**src/rtl/core_pkg.sv**
```systemverilog
// Shared encodings for the multicycle RV32I control path: states, opcodes,
// ALU-op classes and datapath mux selects, plus the control-word layout.
package core_pkg;

    localparam logic [3:0] FETCH  = 4'd0;
    localparam logic [3:0] DECODE = 4'd1;
    localparam logic [3:0] MEMADR = 4'd2;
    localparam logic [3:0] MEMRD  = 4'd3;
    localparam logic [3:0] MEMWB  = 4'd4;
    localparam logic [3:0] MEMWR  = 4'd5;
    localparam logic [3:0] EXEC_R = 4'd6;
    localparam logic [3:0] EXEC_I = 4'd7;
    localparam logic [3:0] ALUWB  = 4'd8;
    localparam logic [3:0] BRANCH = 4'd9;
    localparam logic [3:0] JAL    = 4'd10;
    localparam logic [3:0] ERR    = 4'd11;

    localparam logic [6:0] OP_LOAD  = 7'b0000011;
    localparam logic [6:0] OP_STORE = 7'b0100011;
    localparam logic [6:0] OP_R     = 7'b0110011;
    localparam logic [6:0] OP_I     = 7'b0010011;
    localparam logic [6:0] OP_B     = 7'b1100011;
    localparam logic [6:0] OP_JAL   = 7'b1101111;

    localparam logic [1:0] ALUOP_ADD = 2'b00;
    localparam logic [1:0] ALUOP_I   = 2'b01;
    localparam logic [1:0] ALUOP_R   = 2'b10;

    localparam logic [1:0] SRCA_PC    = 2'b00;
    localparam logic [1:0] SRCA_OLDPC = 2'b01;
    localparam logic [1:0] SRCA_RS1   = 2'b10;

    localparam logic [1:0] SRCB_RS2  = 2'b00;
    localparam logic [1:0] SRCB_IMM  = 2'b01;
    localparam logic [1:0] SRCB_FOUR = 2'b10;

    localparam logic [1:0] RES_ALUOUT = 2'b00;
    localparam logic [1:0] RES_MEM    = 2'b01;
    localparam logic [1:0] RES_ALU    = 2'b10;

    typedef logic [3:0] state_t;

    typedef struct packed {
        logic       mem_req;
        logic       mem_write;
        logic       adr_src;
        logic       ir_write;
        logic       pc_write;
        logic       reg_write;
        logic [1:0] alu_src_a;
        logic [1:0] alu_src_b;
        logic [1:0] result_src;
        logic [1:0] alu_op;
    } ctrl_t;

    localparam ctrl_t CTRL_IDLE = '0;

    // States that wait on the memory handshake and therefore run the stall counter.
    function automatic logic is_wait_state(input state_t s);
        return (s == FETCH) || (s == MEMRD) || (s == MEMWR);
    endfunction

endpackage

```
**src/rtl/main_fsm_outdec.sv**
```systemverilog
// Combinational decode of the sequencer state into the datapath control word.
// Only the FETCH loads and the branch PC load depend on live inputs.
module main_fsm_outdec
    import core_pkg::*;
(
    input  state_t     state,
    input  logic       mem_ready,
    input  logic       branch,
    output ctrl_t      ctrl
);

    always_comb begin
        ctrl = CTRL_IDLE;
        case (state)
            FETCH: begin
                ctrl.mem_req    = 1'b1;
                ctrl.ir_write   = mem_ready;
                ctrl.pc_write   = mem_ready;
                ctrl.alu_src_a  = SRCA_PC;
                ctrl.alu_src_b  = SRCB_FOUR;
                ctrl.alu_op     = ALUOP_ADD;
                ctrl.result_src = RES_ALU;
            end
            DECODE: begin
                ctrl.alu_src_a = SRCA_OLDPC;
                ctrl.alu_src_b = SRCB_IMM;
                ctrl.alu_op    = ALUOP_ADD;
            end
            MEMADR: begin
                ctrl.alu_src_a = SRCA_RS1;
                ctrl.alu_src_b = SRCB_IMM;
                ctrl.alu_op    = ALUOP_ADD;
            end
            MEMRD: begin
                ctrl.mem_req = 1'b1;
                ctrl.adr_src = 1'b1;
            end
            MEMWB: begin
                ctrl.result_src = RES_MEM;
                ctrl.reg_write  = 1'b1;
            end
            MEMWR: begin
                ctrl.mem_req   = 1'b1;
                ctrl.mem_write = 1'b1;
                ctrl.adr_src   = 1'b1;
            end
            EXEC_R: begin
                ctrl.alu_src_a = SRCA_RS1;
                ctrl.alu_src_b = SRCB_RS2;
                ctrl.alu_op    = ALUOP_R;
            end
            EXEC_I: begin
                ctrl.alu_src_a = SRCA_RS1;
                ctrl.alu_src_b = SRCB_IMM;
                ctrl.alu_op    = ALUOP_I;
            end
            ALUWB: begin
                ctrl.result_src = RES_ALUOUT;
                ctrl.reg_write  = 1'b1;
            end
            BRANCH: begin
                ctrl.alu_src_a  = SRCA_RS1;
                ctrl.alu_src_b  = SRCB_RS2;
                ctrl.alu_op     = ALUOP_ADD;
                ctrl.result_src = RES_ALUOUT;
                ctrl.pc_write   = branch;
            end
            JAL: begin
                // Target was formed in DECODE; here oldPC+4 is computed for rd.
                ctrl.alu_src_a  = SRCA_OLDPC;
                ctrl.alu_src_b  = SRCB_FOUR;
                ctrl.alu_op     = ALUOP_ADD;
                ctrl.result_src = RES_ALUOUT;
                ctrl.pc_write   = 1'b1;
            end
            default: ctrl = CTRL_IDLE;
        endcase
    end

endmodule

```
**src/rtl/main_fsm.sv**
```systemverilog
// Multicycle instruction sequencer with memory-stall timeout. Control outputs
// are forced to zero while rst_n is low so no strobe leaks during reset.
module main_fsm
    import core_pkg::*;
#(
    parameter logic [7:0] STALL_MAX = 8'd255
)
(
    input  logic       clk,
    input  logic       rst_n,
    input  logic [6:0] opcode,
    input  logic       branch,
    input  logic       mem_ready,
    output logic       mem_req,
    output logic       mem_write,
    output logic       adr_src,
    output logic       ir_write,
    output logic       pc_write,
    output logic       reg_write,
    output logic [1:0] alu_src_a,
    output logic [1:0] alu_src_b,
    output logic [1:0] result_src,
    output logic [1:0] alu_op,
    output logic       illegal,
    output logic [3:0] state_o
);

    state_t     state_q, state_d;
    logic [7:0] stall_q, stall_d;
    logic       illegal_q, illegal_d;
    ctrl_t      ctrl;
    logic       timeout;

    assign timeout = (stall_q == STALL_MAX) && !mem_ready;

    always_comb begin
        state_d = state_q;
        case (state_q)
            FETCH: begin
                if (mem_ready)    state_d = DECODE;
                else if (timeout) state_d = ERR;
            end
            DECODE: begin
                case (opcode)
                    OP_LOAD, OP_STORE: state_d = MEMADR;
                    OP_R:              state_d = EXEC_R;
                    OP_I:              state_d = EXEC_I;
                    OP_B:              state_d = BRANCH;
                    OP_JAL:            state_d = JAL;
                    default:           state_d = ERR;
                endcase
            end
            MEMADR:  state_d = (opcode == OP_STORE) ? MEMWR : MEMRD;
            MEMRD: begin
                if (mem_ready)    state_d = MEMWB;
                else if (timeout) state_d = ERR;
            end
            MEMWB:   state_d = FETCH;
            MEMWR: begin
                if (mem_ready)    state_d = FETCH;
                else if (timeout) state_d = ERR;
            end
            EXEC_R:  state_d = ALUWB;
            EXEC_I:  state_d = ALUWB;
            ALUWB:   state_d = FETCH;
            BRANCH:  state_d = FETCH;
            JAL:     state_d = ALUWB;
            ERR:     state_d = ERR;
            default: state_d = ERR;
        endcase
    end

    // Counter restarts on any state change so each access gets a fresh budget.
    always_comb begin
        stall_d = stall_q;
        if (state_d != state_q) begin
            stall_d = 8'd0;
        end else if (is_wait_state(state_q) && !mem_ready) begin
            stall_d = stall_q + 8'd1;
        end
    end

    assign illegal_d = illegal_q | (state_d == ERR);

    always_ff @(posedge clk or negedge rst_n) begin
        if (!rst_n) begin
            state_q   <= FETCH;
            stall_q   <= 8'd0;
            illegal_q <= 1'b0;
        end else begin
            state_q   <= state_d;
            stall_q   <= stall_d;
            illegal_q <= illegal_d;
        end
    end

    main_fsm_outdec u_outdec (
        .state     (state_q),
        .mem_ready (mem_ready),
        .branch    (branch),
        .ctrl      (ctrl)
    );

    assign mem_req    = rst_n & ctrl.mem_req;
    assign mem_write  = rst_n & ctrl.mem_write;
    assign adr_src    = rst_n & ctrl.adr_src;
    assign ir_write   = rst_n & ctrl.ir_write;
    assign pc_write   = rst_n & ctrl.pc_write;
    assign reg_write  = rst_n & ctrl.reg_write;
    assign alu_src_a  = rst_n ? ctrl.alu_src_a  : 2'b00;
    assign alu_src_b  = rst_n ? ctrl.alu_src_b  : 2'b00;
    assign result_src = rst_n ? ctrl.result_src : 2'b00;
    assign alu_op     = rst_n ? ctrl.alu_op     : 2'b00;
    assign illegal    = rst_n & illegal_q;
    assign state_o    = state_q;

endmodule

```
**config.mk**
```make
export PLATFORM = sky130hd
export DESIGN_NAME = main_fsm
export DESIGN_NICKNAME = d
export VERILOG_FILES = /design/src/rtl/core_pkg.sv /design/src/rtl/main_fsm_outdec.sv /design/src/rtl/main_fsm.sv
export SDC_FILE = /design/constraint.sdc
export NUM_CORES = 1
export LEC_CHECK = 0
export ABC_AREA = 1
export CAP_MARGIN = 0
export CORE_ASPECT_RATIO = 0.5
export CORE_MARGIN = 10
export CORE_UTILIZATION = 32
export DETAILED_ROUTE_END_ITERATION = 8
export SLEW_MARGIN = 20
export SYNTH_ARGS = -nofsm -noshare
export SYNTH_HDL_FRONTEND = slang
export SYNTH_SLANG_ARGS = --single-unit
```
**constraint.sdc**
```tcl
create_clock -name clk -period 1.6 [get_ports clk]
set_clock_uncertainty 0.1 [all_clocks]
set_input_delay 0.24 -clock clk [delete_from_list [all_inputs] [get_ports clk]]
set_output_delay 0.24 -clock clk [all_outputs]
set_load 0.005 [all_outputs]
```
# [Yosys cells after proc, flatten, opt, wreduce, memory -nomap -nowiden]
# Cells that the tools add are included.
[classes] add_sub_neg=1 eq_ne=19 mux=22 n_bitwise=8 n_reduce_logical=15
[op_table] op="4-bit one-hot mux with 5 select lines" n=2
[op_table] op="4-bit one-hot mux with 7 select lines" n=1
[op_table] op="4-bit by 3-bit == test with 1-bit output (second input constant)" n=4
[op_table] op="4-bit == test (second input constant)" n=4
[op_table] op="4-bit two-way mux" n=4
[op_table] op="8-bit two-way mux" n=2
[op_table] op="7-bit by 6-bit == test with 1-bit output (second input constant)" n=2
[op_table] op="7-bit == test (second input constant)" n=2
[op_table] op="2-bit OR reduction" n=5
[op_table] op="3-bit OR reduction" n=3
[op_table] op="8-bit by 1-bit adder with 8-bit output (second input constant)" n=1
[op_table] op="4-bit by 2-bit == test with 1-bit output (second input constant)" n=2
[op_table] op="8-bit == test (second input constant)" n=1
[op_table] op="2-bit two-way mux" n=4
[op_table] op="2-bit one-hot mux with 2 select lines" n=2
[op_table] op="1-bit bitwise AND" n=7
[op_table] op="7-bit by 2-bit == test with 1-bit output (second input constant)" n=1
[op_table] op="7-bit by 5-bit == test with 1-bit output (second input constant)" n=1
[op_table] op="1-bit two-way mux" n=5
[op_table] op="4-bit by 1-bit == test with 1-bit output (second input constant)" n=1
[op_table] op="4-bit logical NOT" n=1
[op_table] op="4-bit inequality test" n=1
[op_table] op="3-bit two-way mux" n=1
[op_table] op="1-bit one-hot mux with 3 select lines" n=1
[op_table] op="other kinds (5)" n=7
[word_totals] reg_bits=13 input_bits=11 out_inout_bits=19 elab_cells=68

# [Depth between registers and ports, before layout]
[logic_depth] word_depth=7 mapped_depth=13 depth_no_buf=13

# [By module]
# From an unflattened synthesis, not the netlist that was laid out.
[hier_totals] hier_cells=227 area_unflattened_um2=1275.0
[by_module_without_submodules] module="main_fsm" instances=1 cells_each=187 area_per_inst_um2=1106.1 seq_area_each_um2=325.3
[by_module_without_submodules] module="main_fsm_outdec" instances=1 cells_each=40 area_per_inst_um2=168.9 seq_area_each_um2=0.0

# [Worst setup path after synthesis]
# No wires, ideal clock.
[synth_timing] kind="register -> register" startpoint="reg state_q[2] (netlist: state_o[2])" endpoint="reg stall_q[6]" t_arrival_ns=1.477 t_required_ns=1.379 slack_ns=-0.098 path_stages_with_launch=13 path_buffers=0 period_less_slack_ns=1.698 path_cell_list="dfrtp_1 nor2_4 inv_2 nor2_2 inv_2 nor2_1 nor2_2 nand2_1 nand2_1 nand2_1 inv_2 nand3_4 nor2_2"
[synth_between] elab_chain_len=5 elab_cells_between_ends=24
[synth_lines] item="start, declared" line_no="main_fsm.sv:28" source="state_t state_q, state_d;"
[synth_lines] item="start signal, assigned" line_no="main_fsm.sv:91" source="state_q <= state_d;"
[synth_lines] item="4-bit by 3-bit == test with 1-bit output or 4-bit == test (tied branches)" line_no="main_fsm.sv:38" source="case (state_q)"
[synth_lines] item="3-bit OR reduction (no source line)"
[synth_lines] item="4-bit one-hot mux with 7 select lines *" line_no="main_fsm.sv:38"
[synth_lines] item="via state_d[1]" line_no="main_fsm.sv:28"
[synth_lines] item="4-bit inequality test *" line_no="main_fsm.sv:76" source="if (state_d != state_q) begin"
[synth_lines] item="8-bit two-way mux or 2-bit nonzero test (tied branches)"
[synth_lines] item="end signal, assigned" line_no="main_fsm.sv:92" source="stall_q <= stall_d;"
[synth_lines] item="end, declared" line_no="main_fsm.sv:29" source="logic [7:0] stall_q, stall_d;"
# The timed path passes the listed nets; every way through them passes the cells marked *.
# A chain may end at the register's enable or synchronous reset.

# [Final worst setup path]
[layout_timing] startpoint="reg state_q[3] (netlist: state_o[3])" endpoint="reg illegal_q"
[layout_between] elab_chain_len=5 elab_cells_between_ends=20
[layout_lines] item="4-bit by 3-bit == test with 1-bit output or 4-bit == test (tied branches)" line_no="main_fsm.sv:38"
[layout_lines] item="3-bit OR reduction (no source line)"
[layout_lines] item="4-bit one-hot mux with 7 select lines *" line_no="main_fsm.sv:38"
[layout_lines] item="via state_d[1]" line_no="main_fsm.sv:28"
[layout_lines] item="4-bit == test *" line_no="main_fsm.sv:83" source="assign illegal_d = illegal_q | (state_d == ERR);"
[layout_lines] item="1-bit bitwise OR *" line_no="main_fsm.sv:83"
[layout_lines] item="via illegal_d" line_no="main_fsm.sv:30" source="logic illegal_q, illegal_d;"
[layout_lines] item="end signal, assigned" line_no="main_fsm.sv:93" source="illegal_q <= illegal_d;"
[layout_lines] item="end, declared" line_no="main_fsm.sv:30"
# Marked as above.

==> parameters.txt <==
Parameter                              Value

Min path
  Worst min-delay path class    in2async

Worst setup path
  Cells along the critical path    nor2_4 -> buf_6 -> buf_6 -> nand2_4 -> inv_6 -> nand2_2 -> nand2_2 -> nor2_2 -> nand2_1 -> buf_4 -> buf_4 -> a31o_2
  Setup crit start kind    flip-flop
  Sort of element at the end of the critical path    flip-flop
  Worst Path Class, Setup    reg2reg
  Number of buffer and inverter instances along the worst setup path    5
  R2r setup slk    -0.31 ns
  Number of stages on the worst setup path    12
  R2R cell count    12
  Origin of the critical flop-to-flop path    state_o[3]
  Crit path max-delay cell type    dfrtp_2
  Critical-path maximum fanout    4
  Required time of the critical path    about 1.6 ns
  First element of the critical path    state_o[3]
  Delay of the slowest cell on the worst path    0.41 ns
  Worst r2r dst    illegal_q
  Cell class contributing the biggest share of worst-path delay    buffers and inverters
  Critical Path AT    1.94 ns

GRT
  Antenna violations before repair    0
  Wire length of the first global-routing pass    roughly 6100 um
  Pin count of the biggest net entering global routing    11
  Congestion Overflow GR    0
  Vias in the first global route    1399
  Total Routing Usage GR    0.114

Drt
  Drt first-iter violations    about 50
  Remaining design rule violation count    0
  Via-per-instance ratio    4.58
  Via Count    1439
  First-pass detailed-route iteration total    4
  Post-route antenna net violation count    0
  Detail-routed net length per standard cell    12.7 um
  Wire length reported by the detailed router    4000 um

Pwr
  Switching Power    ~1800 uW
  Cell internal power dissipation    2010 uW
  Net switching share of the total power    0.468
  Fraction of power consumed by combinational cells    0.791
  Part of the total power dissipated in the clock network    0.075
  Total power per unit cell area    approximately 1700 mW/mm^2
  Register share of total power    0.133
  Cell leakage power    around 0.0010 uW
  Worst IR Drop VDD    0.754 mV

Timing
  Final number of setup-violating endpoints    24
  Ratio of final minimum period to clock period    1.20
  Final hold vios    0
  Worst setup margin    -0.314 ns
  Slew Limit Headroom    0.821
  Time the final worst path needs with I/O delays and setup    1.91 ns
  Hold slack    ~0.36 ns
  Total count of max-transition violations in the final report    0
  Least-Margin Pin Slew    between 0.2 and 0.3 ns
  Maximum frequency from static timing analysis    about 0.52 GHz
  Setup repair after global routing missed its margin    yes

Logic synthesis
  Nets in the synthesized netlist    about 180
  Number of register bits inferred by synthesis    13
  Mapped cell area    about 0.0011 mm^2
  Total of warnings raised by yosys    0
  Post-synthesis sequential area ratio    0.287
  Synthesized area per cell    approximately 6.7 um^2
  Mapped Cells    about 170
  Async set-or-reset flop fraction in the synthesized netlist    1.00
  Number of enable-type register cells in the synthesized netlist    0
  Number of distinct library cell variants in the gate-level netlist after synthesis    26
  Most instantiated flip-flop cell in the synthesis netlist    dfrtp_1

Clock network
  Num CTS Buffers    3
  Clk sink count    13
  Clock-pin slew of the registers on the worst-case setup and hold paths    0.05 ns
  Number of H-tree branching levels    1
  CTS Root Buffer Type    clkbuf_8
  Buffers from clock root to sink, at most    2
  CTS tree    yes
  Source-to-sink clock delay at the later pin of the worst-skew pair    between 0.2 and 0.25 ns

Placement
  HPWL after detailed placement    2800 um
  Worst slack after detailed placement    -0.479 ns
  Number of buffer cells added on primary ports    29
  Final weighted congestion of routability-driven global placement    about 0.81

Outcome
  Violations in the final reports    setup timing
  Outcome    complete, but fails checks

Finish
  Total number of nets in the final design    276
  Area overhead of the layout relative to synthesis    93.0%
  Share of final-layout standard cells stronger than drive strength 1    0.593
  Diodes inserted    0

Floorplan
  Standard cell core area    0.00342 mm^2
  Overall die area    around 0.0065 mm^2
  Rows    15
  Boundary Pins    30
  Vertical die dimension    62.1 um
  Effective utilization at floorplan    0.332
  Die width    roughly 100 um

Job
  Max-capacitance violation count    0
metrics by stage:
| stage | instance area (um^2) | total power [uW] | TNS, ns | std cells | util |
|---|---|---|---|---|---|
| 5_1_grt | 2190 | 4050 | -6.85 | 314 | 0.641 |
| 3_3_place_gp | 1800 | 2690 | -9.70 | 289 | 0.527 |
| 2_1_floorplan | 1150 | 1650 | -0.466 | 169 | - |
| 3_5_place_dp | 1800 | 2700 | -10.62 | 289 | 0.527 |
| 6_report | 2190 | 3780 | -4.78 | 314 | 0.641 |
| 4_1_cts | 2040 | 3460 | -3.92 | 305 | 0.598 |
metal layers:
metal,part of all wire,global-route usage,vias up
li1,-,-,718
met1,0.42,0.129,684
met2,0.54,0.227,31
met3,0.029,0.0113,6
met4,0.014,0.0413,0
met5,0,0,-
worst reg2reg max path, delay by kind of cell, from the launching register on:
kind | cells | cell delay [ns]
AO/OA/AOI/OAI | 1 | 0.23
AND/OR/NAND/NOR | 6 | 0.50
buffers and inverters | 5 | 0.56
flip-flops | 1 | 0.41
area by class of cell:
cell class	instances	area (um^2)
clock buffer	4	45.0
fill	273	1230
inverter	24	98.8
multi-input combinational	132	931
sequential	13	330
tap	51	63.8
timing repair buffer	90	719
worst max-delay path by stage:
stage / endpoint / slack (ns)
floorplan: stall_q[0] / -0.06
CTS: stall_q[1] / -0.26
finish: illegal_q / -0.31
global route: stall_q[6] / -0.38
detailed placement: alu_op[0] / -0.48
global placement: pc_write / -0.47
cell usage in the layout, fill, tap and decap left out, types with 9 or more instances in the layout:
cell / instances
inv_1: 11
nand2_1: 38
nand3_1: 9
nand2_2: 10
nor2_2: 18
nor2_4: 10
buf_2: 12
buf_4: 47
clkdlybuf4s50_1: 10
dfrtp_1: 9
inv_2: 9
buf_6: 12
cell usage after synthesis, types with 3 or more instances:
library cell	instances	area, um^2
a21oi_1	7	35.0
a31oi_1	3	18.8
dfrtp_1	13	325
inv_1	16	60.1
inv_2	6	22.5
nand2_1	44	165
nand2_2	8	50.1
nand3_1	12	60.1
nor2_1	22	82.6
nor2_2	10	62.6
nor2_4	4	45.0
xor2_1	6	52.6
registers in the layout (all words and copies together) (netlist names):
register   flops
state_o        4
stall_q        8
illegal_q      1
power by group through the flow:
stage | clock network, uW | registers, uW | logic, uW
after floorplan | 0 | 507 | 1150
after global placement | 0 | 489 | 2200
after detailed placement | 0 | 491 | 2210
after CTS | 292 | 494 | 2670
after global routing | 313 | 515 | 3220
final | 284 | 504 | 2990
cells by family (layout without fill, tap and decap cells):
group                      Yosys count  after routing  synth area share
and+or+nand+nor                    109            109             0.491
buffers and inverters               24            118            0.0806
AOI/OAI and AO/OA                   15             15            0.0762
DFF                                 13             13             0.287
xor gates and xnor gates             7              7            0.0541
adders and majority gates            1              1            0.0110
timing repair:
| item | 4_1_cts | 5_1_grt |
|---|---|---|
| endpoints found under the hold margin | 0 | 5 |
| resized for setup | 107 | 28 |
| hold buffers | 0 | 3 |
| endpoints found under the setup margin | 29 | 27 |
| buffers inserted | 12 | 7 |
| pin swaps | 21 | 18 |
Power figures use the tool's default switching activity.
==> RTL edit 1 (same flow settings) <==
The parameter `STALL_MAX` goes from 8'd255 to 8'd191.
--- a/src/rtl/main_fsm.sv
+++ b/src/rtl/main_fsm.sv
@@ -3,7 +3,7 @@
 module main_fsm
     import core_pkg::*;
 #(
-    parameter logic [7:0] STALL_MAX = 8'd255
+    parameter logic [7:0] STALL_MAX = 8'd191
 )
 (
     input  logic       clk,
Behaviour: no difference found for any inputs over 10 cycles, from zero or initial values and one cycle with rst_n low; that may be too few to reach the edited logic, so the function may still have changed.
==> RTL edit 1 against the original RTL <==
The run ends with hold timing, setup timing left. Wire length increased by 41%. Critical path depth decreased by 2. Worst setup slack got worse by 0.15 ns. Via count increased by 13%. Sequential cell count unchanged. Area after synthesis increased by 3.4%. Hold slack got worse by 0.36 ns. Core utilization increased by 3.8 points. Total power increased by 13%. Cell area increased by 7.7%. Critical endpoint is now stall_q[3].
==> RTL edit 1: results (changes against the original RTL) <==
Final Hold Fails = 1 (was 0)
RePlAce Congestion = 0.8087 (was 0.8119)
Num CTS Buffers = 3 (unchanged)
Failing checks = hold timing, setup timing (was setup timing)
Final TNS setup = -7.630 ns (was -4.775 ns)
Worst endpoint data arrival time = 2.14 ns (was 1.94 ns)
Worst-path fanout max = 8 (was 4)
Pre-antenna DRT Iters = 4 (unchanged)
Vias in the first global route = 1555 (was 1399)
Class of the tightest hold or removal check = in2async (unchanged)
Largest register FFs = 8 (unchanged)
Final setup viols = 26 (was 24)
Reg-to-Reg Start = state_o[2] (was state_o[3])
Final net count = 290 (was 276)
Iter 0 DRT Violations = 99 (was 49)
Max IR drop VDD = 0.6110 mV (was 0.7536 mV)
Filler cells = 260 (was 273)
Compound-Gate Fraction of Synth Area = 6.724% (was 7.616%)
Async S/R FF share, synth = 100.0% (unchanged)
I/O Buffers = 29 (unchanged)
CP startpoint = opcode[3] (was state_o[3])
H-Tree Depth = 1 (unchanged)
Worst reg2reg endpoint = stall_q[3] (was illegal_q)
Reg2reg path depth = 12 (unchanged)
# diodes = 0 (unchanged)
Mux contribution to synthesized area = 0% (unchanged)
GRT overflow = 0 (unchanged)
Vias per cell = 4.954 (was 4.583)
Top reg by flops = stall_q (unchanged)
Routed WL = 5631 um (was 3999 um)
Worst rel slew slack = 79.27% (was 82.09%)
Dpl hpwl = 2952 um (was 2796 um)
First-pass GRT wire length = 7665 um (was 6106 um)
Post-synth top cells = nand2_1 (48), nor2_1 (26), inv_1 (15), nand3_1 (15), dfrtp_1 (13) (was nand2_1 (44), nor2_1 (22), inv_1 (16), dfrtp_1 (13), nand3_1 (12))
Sequential share of the synthesized area = 27.75% (was 28.70%)
Worst Hold Slack = -0.0005950 ns (was 0.3580 ns)
Xor/xnor cell area share of the yosys netlist = 5.229% (was 5.408%)
Number of synthesis warnings = 0 (unchanged)
Layout cells sized above 1 = 58.48% (was 59.32%)
Adder-cell share of the synthesized area = 1.067% (was 1.104%)
Pre-CTS WS = -0.4717 ns (was -0.4791 ns)
Initial antenna violation count = 0 (unchanged)
Total global-route track usage = 13.87% (was 11.42%)
Max_cap viols = 0 (unchanged)
Dominant cells by area after synthesis = dfrtp_1 (28%), nand2_1 (15%), nor2_1 (8.3%), nand3_1 (6.4%), nor2_2 (5.9%) (was dfrtp_1 (29%), nand2_1 (15%), nor2_1 (7.3%), nor2_2 (5.5%), nand3_1 (5.3%))
Leakage = 1.181 nW (was 1.047 nW)
Syn nets = 189 (was 181)
PnR worst setup slack = -0.4606 ns (was -0.3144 ns)
Outcome = finished with violations (unchanged)
Post-synth cell types = 24 (was 26)
Largest net degree at the start of global routing = 11 (unchanged)
FF-to-FF setup slack = -0.43 ns (was -0.31 ns)
-- RTL edit 1: layout make-up --
cell class / instances / area (um2) / share of cell area [%]
multi-input cells: 141 / 993.5 / 42.14
repair buffers: 96 / 833.3 / 35.35
flip-flops and latches: 13 / 330.3 / 14.01
inverters: 23 / 91.34 / 3.875
well taps: 51 / 63.81 / 2.707
clock buffers: 4 / 45.04 / 1.911
-- RTL edit 1: power breakdown --
part | internal (W) | total (W) | leakage, nW | switching, W
Clock | 0.000176 | 0.000292 | 0.0228 | 0.000117
Combinational | 0.00163 | 0.00343 | 0.992 | 0.00180
Sequential | 0.000403 | 0.000527 | 0.166 | 0.000124
Total | 0.00221 | 0.00425 | 1.18 | 0.00204
-- RTL edit 1: stage by stage --
stage          instance area, um2  util, %  instances  total power (W)  hold slack [ns]
4_1_cts                      2247    64.72        324         0.003764          0.03487
6_report                     2357    67.89        328         0.004251       -0.0005950
5_1_grt                      2357    67.89        328         0.004436          0.01170
3_5_place_dp                 1866    53.73        300         0.002649           0.3648
3_3_place_gp                 1866    53.73        300         0.002623           0.3557
2_1_floorplan                1176        -        177         0.001615          -0.1556
-- RTL edit 1: kinds of logic after synthesis --
kind of cell             count (synthesis)
AND/OR/NAND/NOR                        120
flip-flops                              13
adder cells (fa/ha/maj)                  1
AO/OA/AOI/OAI                           13
XOR/XNOR                                 7
buffers and inverters                   23
-- RTL edit 1: timing repair --
| action | CTS | global route |
|---|---|---|
| resized for setup | 132 | 22 |
| buffers inserted | 24 | 5 |
| pin swaps | 34 | 13 |
| hold buffers | 0 | 0 |
| setup endpoints to repair | 28 | 30 |
-- RTL edit 1: critical path, stage by stage --
cell and delay, ns:
clkdlybuf4s50_1 0.48, nor2_1 0.23, nand3_1 0.20, nand2_1 0.12, nor2_1 0.06, nor2_1 0.24
nand4_1 0.15, nand2_2 0.11, nand3_4 0.14, nor2_2 0.14
-- RTL edit 1: how the worst max path moves through the flow --
stage | to | cells past startpoint
final | stall_q[3] | 10
after global routing | stall_q[3] | 10
after CTS | stall_q[3] | 14
after detailed placement | result_src[1] | 5
after global placement | mem_req | 5
after floorplan | stall_q[0] | 11
-- RTL edit 1: layer usage --
layer  global-route usage, %  share of wire [%]  vias up
met2                   26.00                 49       88
met4                   3.859                5.4        0
li1                        -                  -      759
met1                   15.18                 37      743
met5                       0                  0        -
met3                   3.292                8.6       35
==> RTL edit 2 (same flow settings) <==
Without the edit above. Make the reset (`rst_n`) synchronous in one clocked block.
--- a/src/rtl/main_fsm.sv
+++ b/src/rtl/main_fsm.sv
@@ -82,7 +82,7 @@
 
     assign illegal_d = illegal_q | (state_d == ERR);
 
-    always_ff @(posedge clk or negedge rst_n) begin
+    always_ff @(posedge clk) begin
         if (!rst_n) begin
             state_q   <= FETCH;
             stall_q   <= 8'd0;
Formal check against the unedited RTL: differs if rst_n is asserted again (counterexample within 4 cycles, from zero or initial values and one cycle with rst_n low); with rst_n held inactive, the same outputs for 10 cycles.
==> RTL edit 2 against the original RTL <==
The run still ends with setup timing left. Area after synthesis increased by 1.7%. Largest cell class unchanged. Sequential cell count unchanged. Global-route usage decreased by 0.19 points. Sequential share of layout area is 2.5 points lower. Total power is 8.6% lower. Wire length fell by 1.7%. Final cell count up 2.2%. Highest routed layer unchanged. Sequential power shrank 8.1%. Cell area decreased by 0.23%. Worst setup slack better by 0.040 ns.
==> RTL edit 2: results (changes against the original RTL) <==
Outcome = finished with violations (unchanged)
Final setup viols = 19 (was 24)
RePlAce Congestion = 0.8730 (was 0.8119)
Slowest Stage Delay on Critical Path = 0.36 ns (was 0.41 ns)
Layout cells sized above 1 = 57.41% (was 59.32%)
Number of synthesis warnings = 0 (unchanged)
Critical path's top delay family = simple AND/OR/NAND/NOR gates (was buffers and inverters)
Largest net degree at the start of global routing = 12 (was 11)
Max IR drop VDD = 0.6127 mV (was 0.7536 mV)
Worst rel slew slack = 82.95% (was 82.09%)
Vias in the first global route = 1383 (was 1399)
Total global-route track usage = 11.22% (was 11.42%)
Design Power = 0.003453 W (was 0.003778 W)
CP startpoint = state_o[1] (was state_o[3])
Post-synth cell types = 29 (was 26)
First-pass GRT wire length = 6341 um (was 6106 um)
Syn nets = 191 (was 181)
Final TNS setup = -3.399 ns (was -4.775 ns)
Worst reg2reg endpoint = stall_q[5] (was illegal_q)
Iter 0 DRT Violations = 56 (was 49)
Slowest CP cell = dfxtp_4 (was dfrtp_2)
Final net count = 283 (was 276)
Worst setup EP type = register (unchanged)
Sequential share of the synthesized area = 22.58% (was 28.70%)
Main synth FF type = dfxtp_1 (was dfrtp_1)
Area after DPL = 0.001823 mm2 (was 0.001802 mm2)
M2 GR Usage = 19.64% (was 22.67%)
Dominant cells by area after synthesis = dfxtp_1 (23%), nand2_1 (16%), inv_1 (7.8%), nor2_1 (7.2%), nor3_2 (6.9%) (was dfrtp_1 (29%), nand2_1 (15%), nor2_1 (7.3%), nor2_2 (5.5%), nand3_1 (5.3%))
Post-synth top cells = nand2_1 (49), inv_1 (24), nor2_1 (22), dfxtp_1 (13), nand3_1 (12) (was nand2_1 (44), nor2_1 (22), inv_1 (16), dfrtp_1 (13), nand3_1 (12))
Leakage = 1.069 nW (was 1.047 nW)
Top reg by flops = stall_q (unchanged)
Async S/R FF share, synth = 0% (was 100.0%)
GRT met1 Usage = 13.55% (was 12.95%)
GR Util met3 = 2.263% (was 1.132%)
Vias per cell = 4.514 (was 4.583)
Failing checks = setup timing (unchanged)
Routed WL = 3931 um (was 3999 um)
PnR worst setup slack = -0.2740 ns (was -0.3144 ns)
Reg2reg path depth = 12 (unchanged)
Worst-path fanout max = 8 (was 4)
Class of the tightest hold or removal check = in2reg (was in2async)
Dpl hpwl = 2728 um (was 2796 um)
Bufs on Longest Clock Path = 2 (unchanged)
RTL edit 2: changes by cell type in the layout (fill, tap and decap cells not counted), sizes merged, moves of 3 or more:
cell         delta
dfrtp          -13
dfxtp          +13
nor2            -9
nor3            +8
inv             +6
dlygate4sd3     -3
RTL edit 2: area by class of cell:
cell class / count / area [um2]
clock buffers: 3 / 41.29
fillers: 318 / 1270
multi-input cells: 136 / 945.9
clock inverters: 1 / 5.005
repair buffers: 89 / 734.5
well taps: 51 / 63.81
inverters: 28 / 117.6
flip-flops and latches: 13 / 275.3
RTL edit 2: worst min-delay path by stage:
stage,start,to,slack [ns],cells past startpoint
after global placement,illegal_q,illegal_q,0.33,2
final,rst_n,illegal_q,0.29,4
after CTS,illegal_q,illegal_q,0.35,2
after detailed placement,illegal_q,illegal_q,0.34,2
after floorplan,rst_n,illegal_q,0.26,2
after global routing,rst_n,illegal_q,0.32,4
RTL edit 2: metrics by stage:
step	hold WS (ns)	std cells	worst slack, ns	util [%]
2_1_floorplan	0.2641	179	0.005150	-
3_3_place_gp	0.3324	299	-0.4453	52.79
3_5_place_dp	0.3387	299	-0.4980	52.79
4_1_cts	0.3525	316	-0.2466	59.60
5_1_grt	0.3240	321	-0.3721	63.22
6_report	0.2937	321	-0.2740	63.22
RTL edit 2: layer usage:
layer | share of wire [%] | wire [um] | vias to the layer above
met3 | 3.5 | 139 | 2
met5 | 0 | 0 | -
met2 | 50 | 1960 | 29
met4 | 0.61 | 24 | 0
li1 | - | - | 749
met1 | 46 | 1807 | 669
RTL edit 2: worst register-to-register path, stage by stage (launching register included):
cell and delay, ns:
dfxtp_4 0.36, buf_6 0.12, nor2_4 0.19, nand2_4 0.07
buf_6 0.12, buf_6 0.12, inv_6 0.06, a21oi_4 0.06
nand2_2 0.08, nand2_2 0.05, nand2_2 0.07, nand4_4 0.21
nor3_2 0.19
RTL edit 2: kinds of logic after synthesis:
| group | count (synthesis) | share of synthesized area [%] |
|---|---|---|
| AO/OA/AOI/OAI | 15 | 7.601 |
| adder cells (fa/ha/maj) | 1 | 1.086 |
| flip-flops | 13 | 22.58 |
| AND/OR/NAND/NOR | 113 | 52.77 |
| buffers and inverters | 30 | 10.64 |
| XOR/XNOR | 7 | 5.320 |
RTL edit 2: where the power goes:
group	internal (W)	switching [W]	total [W]
clock	0.000172	0.000125	0.000297
sequential	0.000393	0.0000697	0.000463
combinational	0.00133	0.00136	0.00269
total	0.00190	0.00156	0.00345
RTL edit 2: what timing repair did:
item                       4_1_cts  5_1_grt
pin swaps                       11       24
setup buffers                   13        5
cloned                           0        0
setup endpoints to repair       31       26
resized for setup               94       41
